==> config.mk <==
export PLATFORM = sky130hd
export DESIGN_NAME = tftp_rx_sequencer
export DESIGN_NICKNAME = d
export VERILOG_FILES = /design/src/rtl/tftp_rx_sequencer.sv
export SDC_FILE = /design/constraint.sdc
export NUM_CORES = 1
export LEC_CHECK = 0
export ABC_CLOCK_PERIOD_IN_PS = 2390
export CAP_MARGIN = 15
export CORE_UTILIZATION = 40
export CTS_CLUSTER_DIAMETER = 100
export DETAILED_ROUTE_END_ITERATION = 12
export MAX_ROUTING_LAYER = met4
export PLACE_DENSITY = 0.65
export SYNTH_ARGS = -nofsm -noshare
export SYNTH_HDL_FRONTEND = slang
export SYNTH_SLANG_ARGS = --single-unit
==> constraint.sdc <==
create_clock -name clk -period 2.39 [get_ports clk]
set_input_delay 0.239 -clock clk [delete_from_list [all_inputs] [get_ports clk]]
set_output_delay 0.239 -clock clk [all_outputs]
set_load 0.02 [all_outputs]
==> src/rtl/tftp_rx_sequencer.sv <==
`timescale 1ns/1ps
`default_nettype none
// ============================================================================
//  Module   : tftp_rx_sequencer
//  Purpose  : Byte-serial TFTP header sequencer. Walks the first bytes of each
//             received frame, classifies it as RRQ / ACK / BAD with the help
//             of an external opcode decoder, and presents exactly one event
//             per accepted frame on a valid/ready handshake. Frames that
//             arrive while an event is still waiting are dropped and counted.
//  Revision : 1.0 - initial release
// ----------------------------------------------------------------------------
//  Parameters
//    MAX_NAME   : longest accepted RRQ filename in bytes (1..127)
//  Ports
//    clk        : sole clock, rising edge
//    reset      : synchronous, active-high
//    byte_valid : payload byte strobe
//    byte_data  : payload byte, TFTP header first
//    frame_end  : marks the last byte of a frame (only with byte_valid)
//    op_en      : shift enable to the opcode decoder (bytes 0 and 1)
//    op_clr     : clear to the opcode decoder while an event is reported
//    op_req     : decoder flag, opcode == 1 (RRQ), valid after byte 1
//    op_ack     : decoder flag, opcode == 4 (ACK), valid after byte 1
//    evt_valid  : event available
//    evt_ready  : event consumer ready
//    evt_type   : 1 = RRQ, 2 = ACK, 3 = BAD
//    evt_block  : ACK block number (big-endian), 0 for other types
//    evt_len    : RRQ filename length, 0 for other types
//    drop_cnt   : saturating count of dropped frames
// ============================================================================
module tftp_rx_sequencer #(
  parameter int MAX_NAME = 64
) (
  input  logic        clk,
  input  logic        reset,
  input  logic        byte_valid,
  input  logic [7:0]  byte_data,
  input  logic        frame_end,
  output logic        op_en,
  output logic        op_clr,
  input  logic        op_req,
  input  logic        op_ack,
  output logic        evt_valid,
  input  logic        evt_ready,
  output logic [1:0]  evt_type,
  output logic [15:0] evt_block,
  output logic [6:0]  evt_len,
  output logic [7:0]  drop_cnt
);

  // --------------------------------------------------------------------------
  // State encoding; the byte position inside the header is implied by state.
  // --------------------------------------------------------------------------
  localparam logic [3:0] c_ST_IDLE    = 4'd0;
  localparam logic [3:0] c_ST_OP1     = 4'd1;
  localparam logic [3:0] c_ST_CHK     = 4'd2;
  localparam logic [3:0] c_ST_BLK_LO  = 4'd3;
  localparam logic [3:0] c_ST_NAME    = 4'd4;
  localparam logic [3:0] c_ST_MODE    = 4'd5;
  localparam logic [3:0] c_ST_SKIP    = 4'd6;
  localparam logic [3:0] c_ST_REPORT  = 4'd7;
  localparam logic [3:0] c_ST_DISCARD = 4'd8;

  // Result codes double as the evt_type encoding.
  localparam logic [1:0] c_RES_NONE = 2'd0;
  localparam logic [1:0] c_RES_RRQ  = 2'd1;
  localparam logic [1:0] c_RES_ACK  = 2'd2;
  localparam logic [1:0] c_RES_BAD  = 2'd3;

  localparam logic [6:0] c_MAX_LEN  = 7'(MAX_NAME);
  localparam logic [7:0] c_DROP_MAX = 8'hFF;

  // --------------------------------------------------------------------------
  // Registers and next-state wires
  // --------------------------------------------------------------------------
  logic [3:0]  r_state;
  logic [1:0]  r_result;
  logic [15:0] r_block;
  logic [6:0]  r_name_len;
  logic        r_pend_drop;
  logic [7:0]  r_drop_cnt;

  logic [3:0]  w_state_nxt;
  logic [1:0]  w_result_nxt;
  logic [15:0] w_block_nxt;
  logic [6:0]  w_len_nxt;
  logic        w_pend_nxt;
  logic        w_drop_inc;
  logic        w_byte_zero;
  logic        w_in_report;
  logic        w_frame_last;

  assign w_byte_zero  = (byte_data == 8'h00);
  assign w_frame_last = byte_valid & frame_end;

  // --------------------------------------------------------------------------
  // Next-state / datapath decision
  // --------------------------------------------------------------------------
  always_comb begin
    w_state_nxt  = r_state;
    w_result_nxt = r_result;
    w_block_nxt  = r_block;
    w_len_nxt    = r_name_len;
    w_pend_nxt   = r_pend_drop;
    w_drop_inc   = 1'b0;

    case (r_state)
      c_ST_IDLE: begin
        if (byte_valid) begin
          // A new frame starts: forget everything from the previous one.
          w_result_nxt = c_RES_NONE;
          w_block_nxt  = 16'h0000;
          w_len_nxt    = 7'd0;
          if (frame_end) begin
            w_result_nxt = c_RES_BAD;
            w_state_nxt  = c_ST_REPORT;
          end else begin
            w_state_nxt  = c_ST_OP1;
          end
        end
      end

      c_ST_OP1: begin
        if (byte_valid) begin
          if (frame_end) begin
            w_result_nxt = c_RES_BAD;
            w_state_nxt  = c_ST_REPORT;
          end else begin
            w_state_nxt  = c_ST_CHK;
          end
        end
      end

      // Decoder flags became valid on the edge that accepted byte 1, so they
      // can be used together with byte 2 here.
      c_ST_CHK: begin
        if (byte_valid) begin
          if (op_ack) begin
            w_block_nxt = {byte_data, 8'h00};
            w_state_nxt = c_ST_BLK_LO;
          end else if (op_req && !w_byte_zero) begin
            w_len_nxt   = 7'd1;
            w_state_nxt = c_ST_NAME;
          end else begin
            w_result_nxt = c_RES_BAD;
            w_state_nxt  = c_ST_SKIP;
          end
          // A frame that ends on byte 2 is too short for any valid header.
          if (frame_end) begin
            w_result_nxt = c_RES_BAD;
            w_state_nxt  = c_ST_REPORT;
          end
        end
      end

      c_ST_BLK_LO: begin
        if (byte_valid) begin
          w_block_nxt  = {r_block[15:8], byte_data};
          w_result_nxt = c_RES_ACK;
          w_state_nxt  = frame_end ? c_ST_REPORT : c_ST_SKIP;
        end
      end

      c_ST_NAME: begin
        if (byte_valid) begin
          if (w_byte_zero) begin
            w_state_nxt = c_ST_MODE;
          end else if (r_name_len == c_MAX_LEN) begin
            w_result_nxt = c_RES_BAD;
            w_state_nxt  = c_ST_SKIP;
          end else begin
            w_len_nxt = r_name_len + 7'd1;
          end
          // The mode string can never be complete if the frame ends here.
          if (frame_end) begin
            w_result_nxt = c_RES_BAD;
            w_state_nxt  = c_ST_REPORT;
          end
        end
      end

      c_ST_MODE: begin
        if (byte_valid) begin
          if (w_byte_zero) begin
            w_result_nxt = c_RES_RRQ;
            w_state_nxt  = c_ST_SKIP;
          end
          if (frame_end) begin
            if (!w_byte_zero) begin
              w_result_nxt = c_RES_BAD;
            end
            w_state_nxt = c_ST_REPORT;
          end
        end
      end

      c_ST_SKIP: begin
        if (w_frame_last) begin
          w_state_nxt = c_ST_REPORT;
        end
      end

      c_ST_REPORT: begin
        // Bytes here belong to a frame that cannot be parsed. A completed
        // frame is counted at once; a partial one is remembered so that its
        // tail is swallowed in DISCARD after the handshake.
        if (byte_valid) begin
          if (frame_end) begin
            w_drop_inc = 1'b1;
            w_pend_nxt = 1'b0;
          end else begin
            w_pend_nxt = 1'b1;
          end
        end
        if (evt_ready) begin
          w_state_nxt = w_pend_nxt ? c_ST_DISCARD : c_ST_IDLE;
          w_pend_nxt  = 1'b0;
        end
      end

      c_ST_DISCARD: begin
        if (w_frame_last) begin
          w_drop_inc  = 1'b1;
          w_state_nxt = c_ST_IDLE;
        end
      end

      default: begin
        w_state_nxt = c_ST_IDLE;
      end
    endcase
  end

  // --------------------------------------------------------------------------
  // State registers
  // --------------------------------------------------------------------------
  always_ff @(posedge clk) begin
    if (reset) begin
      r_state     <= c_ST_IDLE;
      r_result    <= c_RES_NONE;
      r_block     <= 16'h0000;
      r_name_len  <= 7'd0;
      r_pend_drop <= 1'b0;
      r_drop_cnt  <= 8'h00;
    end else begin
      r_state     <= w_state_nxt;
      r_result    <= w_result_nxt;
      r_block     <= w_block_nxt;
      r_name_len  <= w_len_nxt;
      r_pend_drop <= w_pend_nxt;
      if (w_drop_inc && (r_drop_cnt != c_DROP_MAX)) begin
        r_drop_cnt <= r_drop_cnt + 8'd1;
      end
    end
  end

  // --------------------------------------------------------------------------
  // Outputs. Reset gates the combinational outputs so they read idle on the
  // very cycle reset is asserted, not only one edge later.
  // --------------------------------------------------------------------------
  assign w_in_report = (r_state == c_ST_REPORT) && !reset;

  assign op_en     = byte_valid && !reset &&
                     ((r_state == c_ST_IDLE) || (r_state == c_ST_OP1));
  assign op_clr    = w_in_report;
  assign evt_valid = w_in_report;
  assign evt_type  = w_in_report ? r_result : 2'd0;
  assign evt_block = (w_in_report && (r_result == c_RES_ACK)) ? r_block : 16'h0000;
  assign evt_len   = (w_in_report && (r_result == c_RES_RRQ)) ? r_name_len : 7'd0;
  assign drop_cnt  = r_drop_cnt;

endmodule
`default_nettype wire

==> reports/qor.yml, run 1 <==
result_of_the_run: "finished, final reports clean"
htree_num_levels: 2
power_switching_mw: 0.601
power.share.sequential_pct: 40.2
synth_area_in_xor_xnor_pct: 1.48
crit_slowest_cell: "sky130_fd_sc_hd__clkdlybuf4s50_1"
drt-vias-per-instance: 5.62
clk_pin_slew_worst_paths_ns: 0.08
synth.top_cell.area_share_pct: 32.1
unrepaired_setup_endpoints_after_global_routing: "no"
synth_edf_count: 0
syn_area_um2: 2370
worst_setup_path_startpoint: "r_state[3]"
critical_path.startpoint_type: "flop"
syn_to_final_growth_pct: 30.2
synth.largest_area_cell: "sky130_fd_sc_hd__dfxtp_1"
worst-setup-path-type: "flop to output pin"
grt_pass1_wl_um: 10500
synthesis_stage_register_bit_count: 38
async_reset_ff_share_pct: 0
floorplan.initialDensity_pct: 42.2
max-cap-violations: 0
io_buffers: 50
via_count: 2400
synth.avg_cell_area_um2: 7.87
fillCellCount: 561
global_route.usage.met1_pct: 29.6
power.switching_fraction_pct: 35.2
grt_start_max_net_pins: 42
post_synth_and_or_nand_nor_area_fraction_pct: 33.7
final-max-slew-violation-count: 0
layout.area.seq_um2: 761
total_iterations_of_the_first_detailed_routing_run: 4
wl_um: 6290
grt_busiest_layer: "met2"
yosys-mux-area-fraction_pct: 1.69
cp.buffers_inverters: 2
gp_routability_congestion: 0.834
wire_per_inst_um: 14.7
worstMarginPinSlew_ns: 0.602
drt-initial-drc-count: 202
place.detailed.hpwl_um: 4430
synth-compound-area-share_pct: 23.7
max-clock-path-buffers: 2
synth_top_cells_by_area: "sky130_fd_sc_hd__dfxtp_1 32%, sky130_fd_sc_hd__a21oi_1 4.9%, sky130_fd_sc_hd__nor2_1 4.6%"
postCtsHoldBufs: 0
cts-root-buf: "sky130_fd_sc_hd__clkbuf_8"
ant_nets: 0
synthDistinctLibCells: 66
core_area_um2: 5610
clock_sinks: 38
sum_of_negative_setup_slack_ns: 0
setup_viol: 0
synth.yosys.seq_area_share_pct: 32.1
worstSkewPairLatency_ns: 0.30
rr_startpoint: "r_state[1]"
synth-adder-area-share_pct: 1.58
hold_violations: 0
crit_family: "buffers and inverters"
timing.critical_path.slowest_cell_delay_ns: 0.62
static-leakage-power_nw: 1.32
period_share_pct: 93.6
critical_path.endpoint: "evt_type[1]"
rr_worst_depth: 5
crit_required_ns: 2.15
path_depth: 5
post-route-drc-count: 0
synthMostInstantiatedCell: "sky130_fd_sc_hd__dfxtp_1"
grt.met2_usage_pct: 33.9
multi_input_area_um2: 1480
netlist_instances: 301
cts_buffers: 5
skew_ns: 0.00643
final_nets: 372
grtUsageMet3_pct: 3.91
synth.cells.most_frequent: "38 x sky130_fd_sc_hd__dfxtp_1, 29 x sky130_fd_sc_hd__nor2_1, 23 x sky130_fd_sc_hd__a21oi_1, 23 x sky130_fd_sc_hd__nand2_1"
synth_fp_nets: 319
grt_util_all_layers_pct: 21.9
floorplan.io_pins: 51
synth_warnings: 0
critical_path.cell_chain: "nand4b_1, nor2_4, and2_0, buf_4, clkdlybuf4s50_1"
antenna_cells: 0
normalized_max_slew_margin_pct: 59.3
minimum_clock_period_ns: 2.24
grt_antenna_before_repair: 0
global_route.overflow_total: 0
hold_path_startpoint: "r_block[4]"
synth_top_family_by_area: "simple AND/OR/NAND/NOR gates"
die_width_um: 79.0
hold_ws_ns: 0.451
cell_rows: 27
cts_tree: "yes"
power_frac_comb_pct: 32.2
clock_power_share_pct: 27.6
die_height_um: 79.0
layout_cells_sized_above_1_pct: 12.1
cellPowerDensity_nw_per_um2: 555
cell_internal_pwr_mw: 1.11
path_max_fanout: 17
fmax_ghz: 0.447
reg2reg_to: "r_name_len[0]"
hold_path.class: "flop to flop"
synth_flop_cell: "sky130_fd_sc_hd__dfxtp_1"
arrival_ns: 2.00
timing.critical_path.to_type: "output pin"
r2r_setup_slack_ns: 0.23
vdd.ir_drop.worst_mv: 0.227
first_global_vias: 2141
die-area_um2: 6230
[kinds of logic after synthesis]
kind of cell    count (synthesis)
simple gates                  143
compound gates                 80
flops                          38
buf+inv                        29
xor+xnor                        4
mux                             4
fa+ha+maj                       3
[layout by cell type (no fill, tap or decap), types with 2 or more instances in the layout]
cell type,n
sky130_fd_sc_hd__nor2_1,27
sky130_fd_sc_hd__nor3b_1,2
sky130_fd_sc_hd__o21ai_0,14
sky130_fd_sc_hd__a211oi_1,2
sky130_fd_sc_hd__and2_1,4
sky130_fd_sc_hd__dlygate4sd2_1,15
sky130_fd_sc_hd__dfxtp_1,38
sky130_fd_sc_hd__o211a_1,3
sky130_fd_sc_hd__o211ai_1,4
sky130_fd_sc_hd__a21oi_1,23
sky130_fd_sc_hd__nand2b_1,10
sky130_fd_sc_hd__and3_1,17
sky130_fd_sc_hd__a22oi_1,8
sky130_fd_sc_hd__or2_2,2
sky130_fd_sc_hd__xor2_1,3
sky130_fd_sc_hd__clkbuf_8,6
sky130_fd_sc_hd__o31ai_1,2
sky130_fd_sc_hd__nor4_1,3
sky130_fd_sc_hd__nor3_1,7
sky130_fd_sc_hd__ha_1,3
sky130_fd_sc_hd__nand2_1,23
sky130_fd_sc_hd__nand3b_1,2
sky130_fd_sc_hd__nand3_1,17
sky130_fd_sc_hd__a41oi_1,2
sky130_fd_sc_hd__nand4_1,3
sky130_fd_sc_hd__nand4b_1,2
sky130_fd_sc_hd__mux2i_1,4
sky130_fd_sc_hd__nor2b_1,2
sky130_fd_sc_hd__a311oi_1,4
sky130_fd_sc_hd__dlymetal6s2s_1,6
sky130_fd_sc_hd__clkdlybuf4s50_1,29
sky130_fd_sc_hd__or4_1,4
sky130_fd_sc_hd__buf_4,17
sky130_fd_sc_hd__or3_1,3
sky130_fd_sc_hd__inv_1,8
sky130_fd_sc_hd__or4b_4,2
[layer usage]
| layer | share of wire (%) | up-vias | wire [um] |
|---|---|---|---|
| li1 | - | 1226 | - |
| met1 | 49 | 1111 | 3070 |
| met2 | 46 | 58 | 2880 |
| met3 | 4.7 | 5 | 297 |
| met4 | 0.84 | 0 | 53 |
| met5 | 0 | - | 0 |
[metrics by stage]
stage / power (mW) / setup slack [ns] / instance area [um^2] / utilization [%] / std cells
2_1_floorplan: 1.09 / 0.0347 / 2370 / - / 301
3_3_place_gp: 1.24 / 0.0303 / 2970 / 53.0 / 418
3_5_place_dp: 1.24 / 0.0243 / 2970 / 53.0 / 418
4_1_cts: 1.72 / 0.00270 / 3070 / 54.7 / 427
5_1_grt: 1.83 / 0.00571 / 3080 / 55.0 / 427
6_report: 1.71 / 0.153 / 3080 / 55.0 / 427
[power groups by stage]
| stage | Combinational [mW] | Clock (mW) | Sequential, mW |
|---|---|---|---|
| after floorplan | 0.395 | 0 | 0.698 |
| after global placement | 0.538 | 0 | 0.700 |
| after detailed placement | 0.541 | 0 | 0.702 |
| after CTS | 0.545 | 0.487 | 0.687 |
| after global routing | 0.608 | 0.527 | 0.693 |
| final | 0.551 | 0.473 | 0.687 |
[tightest hold or removal path, cell delays in order (launching register included)]
cell                      delay, ns
sky130_fd_sc_hd__dfxtp_1       0.31
sky130_fd_sc_hd__nand2_1       0.05
sky130_fd_sc_hd__a21oi_1       0.05
[what timing repair did]
action,4_1_cts,5_1_grt
resized for setup,17,7
setup endpoints to repair,22,6
setup buffers,1,0
[flip-flops by register name, summed over array words and instances, names as in the netlist]
name / cells
r_state: 4
drop_cnt: 8
r_pend_drop: 1
r_result: 2
r_block: 16
r_name_len: 7
[how the worst min path moves through the flow]
| stage | to | slack, ns | cells after the start |
|---|---|---|---|
| 4_1_cts | r_block[4] | 0.45 | 2 |
| 3_5_place_dp | r_block[4] | 0.44 | 2 |
| 5_1_grt | r_block[1] | 0.47 | 2 |
| 3_3_place_gp | r_block[0] | 0.44 | 2 |
| 6_report | r_block[4] | 0.45 | 2 |
| 2_1_floorplan | r_block[0] | 0.39 | 2 |
[cell type report]
| cell class | instances | area share, % |
|---|---|---|
| Multi-Input combinational cell | 234 | 48.1 |
| Clock buffer | 6 | 2.68 |
| Tap cell | 72 | 2.92 |
| Clock inverter | 2 | 0.406 |
| Timing Repair Buffer | 67 | 20.3 |
| Sequential cell | 38 | 24.7 |
| Inverter | 8 | 0.974 |
Power figures use the tool's default switching activity.
==> run 2: changes to the inputs <==
- ABC_CLOCK_PERIOD_IN_PS: 2390 -> 2800
- CORE_MARGIN: unset -> 2
- clock period: 2.39 -> 2.8 ns (I/O delays scaled with it)
==> run 2 against run 1 <==
Against the previous run: clock skew is essentially flat; cell area down 0.16%; final cell count down 0.94%; hold slack better by 0.0073 ns; clock-buffer cell count unchanged; global-route usage decreased by 0.17 points.
==> reports/qor.yml, run 2 (synthesis results as in run 1) <==
result_of_the_run: "finished, final reports clean"
rr_worst_depth: 5  # unchanged
cts_tree: "yes"
period_share_pct: 91.9
cell_internal_pwr_mw: 1.11  # +0.36%
unrepaired_setup_endpoints_after_global_routing: "no"
hold_violations: 0  # unchanged
timing.critical_path.to_type: "output pin"
grt_antenna_before_repair: 0  # unchanged
place.detailed.hpwl_um: 4450  # +0.34%
gp_routability_congestion: 0.841  # +0.82%
critical_path.startpoint_type: "flop"
post-route-drc-count: 0  # unchanged
max-clock-path-buffers: 2  # unchanged
grt_pass1_wl_um: 11000  # +4.7%
power.switching_fraction_pct: 31.2  # -3.9 points
layout_cells_sized_above_1_pct: 10.1  # -2.1 points
layout.cells.most_common: "sky130_fd_sc_hd__clkdlybuf4s50_1"
htree_num_levels: 2  # unchanged
first_global_vias: 2347  # +9.6%
fmax_ghz: 0.389
hold_path.class: "flop to flop"
drt-vias-per-instance: 5.62  # about the same
minimum_clock_period_ns: 2.57
r2r_setup_slack_ns: 0.66  # +0.43 ns
cts-root-buf: "sky130_fd_sc_hd__clkbuf_8"
commonest_non_fill_non_tap_cells_in_the_layout: "50 x sky130_fd_sc_hd__clkdlybuf4s50_1, 38 x sky130_fd_sc_hd__dfxtp_1, 28 x sky130_fd_sc_hd__nor2_1"
wire_per_inst_um: 15.1  # +2.6%
clock_sinks: 38  # unchanged
cell_rows: 28  # +3.7%
static-leakage-power_nw: 1.12  # -15%
worstSkewPairLatency_ns: 0.29  # about the same
max-cap-violations: 0  # unchanged
vdd.ir_drop.worst_mv: 0.303  # +34%
layoutNonFillerInstCount: 423  # -0.94%
power.share.sequential_pct: 36.2  # -4.0 points
cellPowerDensity_nw_per_um2: 526  # -5.2%
worst-setup-path-type: "flop to output pin"
rr_startpoint: "r_state[1]"
fillCellCount: 593  # +5.7%
whs_endpoint: "r_block[3]"
hold_path_startpoint: "r_block[3]"
layout.core_utilization_pct: 52.9  # -2.0 points
die_width_um: 81.0  # +2.5%
sum_of_negative_setup_slack_ns: 0  # unchanged
clk_pin_slew_worst_paths_ns: 0.08  # about the same
ant_nets: 0  # unchanged
floorplan.io_pins: 51  # unchanged
antenna_cells: 0  # unchanged
core_area_um2: 5820  # +3.7%
via_count: 2377  # -0.96%
die_height_um: 81.0  # +2.5%
path_max_fanout: 17  # unchanged
max_flop_register: "r_block"
arrival_ns: 2.29  # +0.29 ns
holdPathStages: 2  # unchanged
total_iterations_of_the_first_detailed_routing_run: 4  # unchanged
crit_required_ns: 2.52  # +0.37 ns
cts_buffers: 5  # unchanged
largest_register_ff_count: 16  # unchanged
io_buffers: 50  # unchanged
skew_ns: 0.00650  # +0.0000693 ns
normalized_max_slew_margin_pct: 54.6  # -4.6 points
setup_viol: 0  # unchanged
worstMarginPinSlew_ns: 0.663  # +0.0610 ns
grt_util_all_layers_pct: 21.7  # -0.17 points
global_route.overflow_total: 0  # unchanged
power_switching_mw: 0.505  # -16%
floorplan.initialDensity_pct: 40.7  # -1.5 points
syn_to_final_growth_pct: 30.0
final_nets: 365  # -1.9%
final-max-slew-violation-count: 0  # unchanged
wl_um: 6390  # +1.6%
drt-initial-drc-count: 180  # -11%
reg2reg_to: "r_name_len[0]"
clock_power_share_pct: 36.2  # +8.6 points
postCtsHoldBufs: 0  # unchanged
dpl.cell_count: 415  # -0.72%
power_frac_comb_pct: 27.5  # -4.7 points
die-area_um2: 6550  # +5.1%
grt_start_max_net_pins: 42  # unchanged
==> run 2: cell count changes in the layout (fill, tap and decap cells not counted), sizes merged, moves of 2 or more <==
cell | before | now
clkdlybuf4s50 | 29 | 50
dlymetal6s2s | 6 | 0
buf | 17 | 10
dlygate4sd2 | 15 | 0
bufinv | 0 | 2
==> run 2: timing repair <==
item | in CTS | in global routing
endpoints found under the setup margin | 0 | 1
gates resized for setup | 0 | 1
buffers inserted | 0 | 0
==> run 2: layer usage <==
layer	part of all wire (%)	track usage, %	up-vias
met1	48	28.8	1093
met5	0	-	-
met3	6.1	4.22	7
li1	-	-	1203
met4	1.7	7.29	0
met2	44	33.3	74
==> run 2: area by class of cell <==
cell class                 instances  area (um^2)  share of cell area, %
clock inverter                     2         60.1                   1.95
clock buffer                       6         82.6                   2.68
timing repair buffer              60          576                   18.7
inverter                           8         30.0                  0.976
multi-input combinational        234         1480                   47.9
tap                               75         93.8                   3.05
sequential                        38          761                   24.7
==> run 2: worst max path at each step <==
stage | start | slack [ns] | endpoint | cells past startpoint
final | r_state[3] | 0.23 | evt_block[3] | 6
after global routing | r_state[3] | 0.07 | evt_block[1] | 6
after CTS | r_state[3] | 0.13 | evt_block[12] | 6
after detailed placement | reset | 0.35 | evt_len[2] | 6
after global placement | reset | 0.34 | evt_block[1] | 6
after floorplan | r_state[3] | 0.40 | evt_block[10] | 6
==> run 2: power by group through the flow <==
stage / registers (mW) / clock network, mW / logic, mW
floorplan: 0.596 / 0 / 0.337
global placement: 0.598 / 0 / 0.442
detailed placement: 0.599 / 0 / 0.443
CTS: 0.586 / 0.599 / 0.445
global route: 0.591 / 0.624 / 0.495
finish: 0.586 / 0.586 / 0.446
==> run 2: stage by stage <==
| stage | power [mW] | setup WS, ns | cell area (um^2) | hold slack [ns] |
|---|---|---|---|---|
| floorplan | 0.933 | 0.404 | 2370 | 0.427 |
| global placement | 1.04 | 0.340 | 2930 | 0.437 |
| global route | 1.71 | 0.0739 | 3080 | 0.481 |
| detailed placement | 1.04 | 0.349 | 2930 | 0.446 |
| finish | 1.62 | 0.228 | 3080 | 0.458 |
| CTS | 1.63 | 0.134 | 3080 | 0.460 |
==> run 2: critical path, cell delays in order (launching register included) <==
cell and delay (ns):
sky130_fd_sc_hd__dfxtp_1 0.31, sky130_fd_sc_hd__nand4b_1 0.27, sky130_fd_sc_hd__nor2_2 0.25, sky130_fd_sc_hd__and2_0 0.16
sky130_fd_sc_hd__buf_4 0.19, sky130_fd_sc_hd__and3_1 0.19, sky130_fd_sc_hd__clkdlybuf4s50_1 0.61
==> run 3: changes to the inputs <==
- CAP_MARGIN: 15 -> 20
==> results of run 3 <==
The final DEF is identical to that of run 2; final timing and power are the same.
